**src/rtl/conv_encoder.sv**
```systemverilog
`default_nettype none
// ============================================================================
//  Module   : conv_encoder
//  Brief    : 802.11a K=7 convolutional encoder (g0=133o, g1=171o) with
//             rate 1/2 and 3/4 puncturing selected by the RATE code on
//             tuser. AXI4-Stream in/out, one output beat per input beat,
//             single output register stage.
//  Option   : define ENCODER_TWO_THIRDS_EN to build rate 2/3 puncturing
//             for RATE 4'b0001 (48 Mb/s); otherwise that code runs at 1/2.
//  Revision : 1.0 - initial release
// ============================================================================
module conv_encoder #(
    parameter int WIDTH = 24            // input bits per beat, multiple of 6
) (
    input  logic                 aclk,
    input  logic                 aresetn,  // synchronous, active-high
    input  logic [WIDTH-1:0]     s_axis_tdata,
    input  logic                 s_axis_tvalid,
    output logic                 s_axis_tready,
    input  logic [3:0]           s_axis_tuser,
    input  logic                 s_axis_tlast,
    output logic [2*WIDTH-1:0]   m_axis_tdata,
    output logic                 m_axis_tvalid,
    input  logic                 m_axis_tready,
    output logic [3:0]           m_axis_tuser,
    output logic                 m_axis_tlast
);

    // RATE codes (802.11a SIGNAL field R1..R4)
    localparam logic [3:0] c_rate_6m  = 4'b1101;
    localparam logic [3:0] c_rate_9m  = 4'b1111;
    localparam logic [3:0] c_rate_12m = 4'b0101;
    localparam logic [3:0] c_rate_18m = 4'b0111;
    localparam logic [3:0] c_rate_24m = 4'b1001;
    localparam logic [3:0] c_rate_36m = 4'b1011;
    localparam logic [3:0] c_rate_54m = 4'b0011;

    // Puncturing selection
    localparam logic [1:0] c_sel_half  = 2'd0;
    localparam logic [1:0] c_sel_3q    = 2'd1;
`ifdef ENCODER_TWO_THIRDS_EN
    localparam logic [3:0] c_rate_48m  = 4'b0001;
    localparam logic [1:0] c_sel_2t    = 2'd2;
`endif

    // Encoder history: r_sr[0] is the most recent bit (x1), r_sr[5] is x6
    logic [5:0]           r_sr;
    logic [2*WIDTH-1:0]   r_tdata;
    logic [3:0]           r_tuser;
    logic                 r_tlast;
    logic                 r_tvalid;

    logic                 w_accept;
    logic [1:0]           w_rate_sel;
    logic [WIDTH-1:0]     w_a;
    logic [WIDTH-1:0]     w_b;
    logic [5:0]           w_hist;
    logic [2*WIDTH-1:0]   w_half;
    logic [2*WIDTH-1:0]   w_three_q;
`ifdef ENCODER_TWO_THIRDS_EN
    logic [2*WIDTH-1:0]   w_two_t;
`endif
    logic [2*WIDTH-1:0]   w_coded;

    // Single register stage: accept whenever the output slot is free or draining
    assign s_axis_tready = !r_tvalid || m_axis_tready;
    assign w_accept      = s_axis_tvalid && s_axis_tready;

    // Decode the RATE code into a puncturing pattern; unknown codes use 1/2
    always_comb begin
        w_rate_sel = c_sel_half;
        case (s_axis_tuser)
            c_rate_6m, c_rate_12m, c_rate_24m:            w_rate_sel = c_sel_half;
            c_rate_9m, c_rate_18m, c_rate_36m, c_rate_54m: w_rate_sel = c_sel_3q;
`ifdef ENCODER_TWO_THIRDS_EN
            c_rate_48m:                                    w_rate_sel = c_sel_2t;
`endif
            default:                                       w_rate_sel = c_sel_half;
        endcase
    end

    // Run the shift register across all WIDTH bits, LSB first in time
    always_comb begin
        w_a    = '0;
        w_b    = '0;
        w_hist = r_sr;
        for (int k = 0; k < WIDTH; k++) begin
            // A = x0^x2^x3^x5^x6, B = x0^x1^x2^x3^x6
            w_a[k] = s_axis_tdata[k] ^ w_hist[1] ^ w_hist[2] ^ w_hist[4] ^ w_hist[5];
            w_b[k] = s_axis_tdata[k] ^ w_hist[0] ^ w_hist[1] ^ w_hist[2] ^ w_hist[5];
            w_hist = {w_hist[4:0], s_axis_tdata[k]};
        end
    end

    // Build each punctured layout, LSB-aligned, unused upper bits zero
    always_comb begin
        w_half    = '0;
        w_three_q = '0;
        for (int k = 0; k < WIDTH; k++) begin
            w_half[2*k]   = w_a[k];
            w_half[2*k+1] = w_b[k];
        end
        // Per triple keep A0,B0,A1,B2 (B1 and A2 are stolen)
        for (int j = 0; j < WIDTH/3; j++) begin
            w_three_q[4*j]   = w_a[3*j];
            w_three_q[4*j+1] = w_b[3*j];
            w_three_q[4*j+2] = w_a[3*j+1];
            w_three_q[4*j+3] = w_b[3*j+2];
        end
`ifdef ENCODER_TWO_THIRDS_EN
        // Per pair keep A0,B0,A1 (B1 is stolen)
        w_two_t = '0;
        for (int j = 0; j < WIDTH/2; j++) begin
            w_two_t[3*j]   = w_a[2*j];
            w_two_t[3*j+1] = w_b[2*j];
            w_two_t[3*j+2] = w_a[2*j+1];
        end
`endif
    end

    // Select the layout for this beat's rate
    always_comb begin
        w_coded = w_half;
        case (w_rate_sel)
            c_sel_3q: w_coded = w_three_q;
`ifdef ENCODER_TWO_THIRDS_EN
            c_sel_2t: w_coded = w_two_t;
`endif
            default:  w_coded = w_half;
        endcase
    end

    // Output register and encoder state; reset drops any pending beat
    always_ff @(posedge aclk) begin
        if (aresetn) begin
            r_sr     <= '0;
            r_tdata  <= '0;
            r_tuser  <= '0;
            r_tlast  <= 1'b0;
            r_tvalid <= 1'b0;
        end else if (w_accept) begin
            r_sr     <= w_hist;
            r_tdata  <= w_coded;
            r_tuser  <= s_axis_tuser;
            r_tlast  <= s_axis_tlast;
            r_tvalid <= 1'b1;
        end else if (m_axis_tready) begin
            r_tvalid <= 1'b0;
        end
    end

    assign m_axis_tdata  = r_tdata;
    assign m_axis_tuser  = r_tuser;
    assign m_axis_tlast  = r_tlast;
    assign m_axis_tvalid = r_tvalid;

endmodule
`default_nettype wire

```
**config.mk**
```make
export PLATFORM = sky130hd
export DESIGN_NAME = conv_encoder
export DESIGN_NICKNAME = d
export VERILOG_FILES = /design/src/rtl/conv_encoder.sv
export SDC_FILE = /design/constraint.sdc
export NUM_CORES = 1
export LEC_CHECK = 0
export CORE_UTILIZATION = 46
export DETAILED_ROUTE_END_ITERATION = 6
export PLACE_DENSITY = 0.88
export SYNTH_ARGS = -nofsm -noshare
export SYNTH_HDL_FRONTEND = slang
export SYNTH_SLANG_ARGS = --single-unit
```
**constraint.sdc**
```tcl
create_clock -name aclk -period 3.3 [get_ports aclk]
set_input_delay 0.495 -clock aclk [delete_from_list [all_inputs] [get_ports aclk]]
set_output_delay 0.495 -clock aclk [all_outputs]
set_load 0.02 [all_outputs]
```
=== After elaboration in Yosys (flattened, before gate mapping) ===
Cells that the tools add are included.

* Register bits: 60
* Logic and storage cells: 211
* Output and inout port bits: 55

* Reductions and logical operators: 5
* Equal/unequal tests: 5
* Muxes and demuxes: 4
* Bitwise gates (word level): 192

{| class="wikitable"
|+ Operators with widths
! cell !! number
|-
| 1-bit XOR || 192
|-
| 48-bit two-way mux || 1
|-
| 4-bit == test, second input constant || 2
|-
| 4-bit by 2-bit == test with 1-bit output, second input constant || 1
|-
| 4-bit by 3-bit == test with 1-bit output, second input constant || 1
|-
| 4-bit OR reduction || 1
|-
| 1-bit two-way mux || 3
|-
| 2-bit by 1-bit == test with 1-bit output, second input constant || 1
|-
| 2-bit nonzero test || 1
|-
| 1-bit logical AND || 1
|-
| 1-bit zero test || 1
|-
| 1-bit logical OR || 1
|}

=== Logic depth before layout (Yosys ltp) ===
* Word-level depth: 5
* Depth in mapped cells: 6
* Gate-level depth less buffers: 5

=== Least setup slack after synthesis ===
OpenSTA, ideal clock, no wires.

* Path type: input-to-reg
* From: input m_axis_tready
* To: register r_tdata[47] (netlist: m_axis_tdata[47])
* Data arrival time: 1.715 ns
* Stages: 6
* Path buffers: 1
* Setup slack: 1.468 ns
* Library setup time: 0.117 ns
* Cells stage by stage: and2b_1 clkinv_1 nand2_1 nor2_1 buf_2 a32o_1

* Longest elaborated chain between the ends: 2

{| class="wikitable"
|+ Ends and longest elaborated chain
! what !! RTL line !! text
|-
| start, declared || 24 || <nowiki>input logic m_axis_tready,</nowiki>
|-
| 1-bit logical OR || 66 || <nowiki>assign s_axis_tready = !r_tvalid || m_axis_tready;</nowiki>
|-
| net s_axis_tready || 19 || <nowiki>output logic s_axis_tready,</nowiki>
|-
| 1-bit logical AND || 67 || <nowiki>assign w_accept = s_axis_tvalid && s_axis_tready;</nowiki>
|-
| end signal, assigned || 143 || <nowiki>r_tdata <= w_coded;</nowiki>
|-
| end, declared || 48 || <nowiki>logic [2*WIDTH-1:0] r_tdata;</nowiki>
|}

The timed path passes the listed nets, and every way through them passes these cells.
A chain may end at the register's enable or synchronous reset.

=== Worst setup path after layout ===
* From: input m_axis_tready
* To: output s_axis_tready

* Longest elaborated chain between the ends: 1

{| class="wikitable"
|+ Ends and longest elaborated chain
! what !! RTL line
|-
| 1-bit logical OR || 66
|-
| end, declared || 19
|}

Every way passes these cells.

==> impl_metrics.env <==
export IMPL_finalWeightedCongestion=0.916
export IMPL_cp_start_kind="primary input"
export IMPL_met1_usage_pct=32.8
export IMPL_grt_pass1_vias=2966
export IMPL_antenna_cells=0
export IMPL_crit_fanout=6
export IMPL_finalSetupViolCount=0
export IMPL_via_per_inst=5.44
export IMPL_slew_violations=0
export IMPL_cp_arrival_ns=1.94
export IMPL_start_util_pct=48.0
export IMPL_cts_sinks=60
export IMPL_hold_violations=0
export IMPL_ys_flop_type="dfxtp_1"
export IMPL_rows=31
export IMPL_cts_root_buf="clkbuf_8"
export IMPL_critPathCaptureType="primary output"
export IMPL_mappedNetlistArea_um2=3500
export IMPL_gr_max_usage_layer="met2"
export IMPL_syn_inst=349
export IMPL_grt_pass1_wl_um=15000
export IMPL_synth_warnings=0
export IMPL_post_cts_buffers=0
export IMPL_drt_antenna_violating_nets=0
export IMPL_critPathKind="in -> out"
export IMPL_vias=2857
export IMPL_maxCapViolCount=0
export IMPL_syn_avg_cell_area_um2=10.0
export IMPL_drc_errors=0
export IMPL_post_route_period_util_pct=73.9
export IMPL_post_cts_resize_count=0
export IMPL_p_leak_uw=0.00175
export IMPL_power_frac_seq_pct=36.5
export IMPL_gr_total_overflow=0
export IMPL_p_per_area_nw_per_um2=508
export IMPL_grt_max_degree=28
export IMPL_io_pins=88
export IMPL_p_comb_share_pct=35.2
export IMPL_worst_pin_slew_ns=0.710
export IMPL_ys_ff_latch=60
export IMPL_grt_use_met3_pct=5.45
export IMPL_clkPwrFrac_pct=28.3
export IMPL_post_dp_hpwl_um=7020
export IMPL_grt_use_met2_pct=41.0
export IMPL_fin_ws_ns=0.860
export IMPL_filler_cell_count=621
export IMPL_rsz0062_at_grt="no"
export IMPL_hold_path_class="reg -> reg"
export IMPL_ir_worst_vdd_uv=229
export IMPL_p_int_uw=1550
export IMPL_design_core_area_um2=7290
export IMPL_die_y_um=89.3
export IMPL_dp_slack_ns=0.781
export IMPL_drtPass1Iterations=5
export IMPL_hold_buffers=0
export IMPL_synthArstFlopShare_pct=0
export IMPL_clk_path_buf_depth=2
export IMPL_dieArea_um2=7970
export IMPL_synth_cell_types=39
export IMPL_die_w_um=89.3
export IMPL_antenna_found_initial=0
export IMPL_slew_headroom_pct=52.5
export IMPL_max_clock_freq_mhz=410
export IMPL_ys_seq_area_share_pct=34.3
export IMPL_fin_worst_skew_ns=0.00738
export IMPL_path_clk_slew_ns=0.07
export IMPL_area_growth_pct=30.4
export IMPL_period_needed_ns=2.44
export IMPL_drt_iter0_drc=224
export IMPL_synthesis_nets=382
export IMPL_post_route_cells_drive_above_1_share_pct=7.51
export IMPL_synth_edff_count=0
export IMPL_cts_buffers=9
export IMPL_io_buffers=87
export IMPL_wl_per_cell_um=18.0
export IMPL_fin_setup_tns_ns=0
export IMPL_grt_usage_pct=25.5
export IMPL_nets=455
export IMPL_critPathRequiredTime_ns=2.80
export IMPL_switching_share_pct=33.2
export IMPL_wirelength_um=9470
export IMPL_cts_max_level=3
export IMPL_insertion_delay_ns=0.35
export IMPL_status="finished, final reports clean"
export IMPL_cts_tree="done"
export IMPL_power_switching_uw=772
## placed cells by master, fill, tap and decap left out, types with 2 or more instances in the layout
cell type,synthesis,final
a211oi_1,8,8
a211oi_2,2,2
a21oi_1,19,19
a221oi_1,6,6
buf_4,4,7
clkbuf_8,1,10
clkdlybuf4s50_1,0,87
clkinv_2,0,3
dfxtp_1,60,60
inv_1,3,3
mux2_2,2,2
mux2i_1,7,7
nand2_1,25,25
nand3_1,6,6
nor2_1,14,13
nor3_1,5,5
o21ai_0,8,8
o221ai_1,7,7
o22ai_1,5,5
o2bb2ai_1,15,15
o31ai_1,3,3
xnor2_1,65,65
xnor2_2,4,4
xnor3_1,14,14
xor2_1,28,28
## power by group through the flow
stage / Clock, µW / Sequential, µW / Combinational [µW]
2_1_floorplan: 0 / 935 / 449
3_3_place_gp: 0 / 859 / 783
4_1_cts: 659 / 846 / 813
3_5_place_dp: 0 / 861 / 804
5_1_grt: 696 / 854 / 868
6_report: 657 / 847 / 818
## state kept, by name (all words and copies together), names as in the netlist
name	count
m_axis_tdata	48
m_axis_tlast	1
m_axis_tuser	4
m_axis_tvalid	1
r_sr	6
## critical path, cell delays in order
cell and delay [ns]:
clkdlybuf4s50_1 0.39, and2b_1 0.28, clkinv_1 0.20, clkdlybuf4s50_1 0.58
## kinds of logic (layout without fill, tap and decap cells)
| group | count (synthesis) | in the layout | synth area share, % |
|---|---|---|---|
| XOR/XNOR | 112 | 112 | 34.8 |
| AO/OA/AOI/OAI | 78 | 78 | 16.3 |
| flip-flops | 60 | 60 | 34.3 |
| AND/OR/NAND/NOR | 54 | 54 | 6.54 |
| buffers and inverters | 36 | 113 | 5.46 |
| multiplexers | 9 | 9 | 2.64 |
## path summary, 6_finish.rpt
check	cells after the start	slack (ns)	from	endpoint
setup reg to reg	6	1.39	m_axis_tvalid	m_axis_tdata[7]
setup / recovery	4	0.86	m_axis_tready	s_axis_tready
hold / removal	2	0.46	m_axis_tuser[2]	m_axis_tuser[2]
hold reg to reg	2	0.46	m_axis_tuser[2]	m_axis_tuser[2]
## routing by layer
metal	vias up	wire length (µm)
li1	1358	-
met1	1350	4010
met2	129	4530
met3	20	723
met4	0	196
met5	-	0
## Yosys cell counts (all sizes together), types with 2 or more instances
cell type	count	area share (%)
a2111oi	2	0.68
a211oi	10	2.4
a21oi	19	2.7
a221oi	6	1.5
buf	20	3.4
clkbuf	12	1.6
dfxtp	60	34
inv	3	0.32
mux2	2	0.64
mux2i	7	2.0
nand2	25	2.7
nand3	6	0.86
nor2	14	1.5
nor3	5	0.71
o21ai	8	1.1
o221ai	7	1.8
o22ai	5	0.89
o2bb2ai	15	3.8
o31ai	3	0.64
xnor2	69	18
xnor3	14	9.0
xor2	28	7.0
## per-stage QoR
stage / std cells / hold slack, ns / cell area (µm²) / util, % / power [µW]
final: 525 / 0.460 / 4570 / 62.6 / 2320
after global placement: 510 / 0.447 / 4380 / 60.0 / 1640
after detailed placement: 510 / 0.449 / 4380 / 60.0 / 1670
after global routing: 525 / 0.475 / 4570 / 62.6 / 2420
after floorplan: 349 / 0.448 / 3500 / - / 1380
after CTS: 525 / 0.463 / 4570 / 62.6 / 2320
## cell type report
type,count,area [µm²],area share (%)
clock buffers,10,138,3.01
clock inverters,5,52.6,1.15
inverters,4,15.0,0.329
multi-input cells,253,2110,46.3
flip-flops and latches,60,1200,26.3
well taps,99,124,2.71
repair buffers,94,923,20.2
Power figures use the tool's default switching activity.
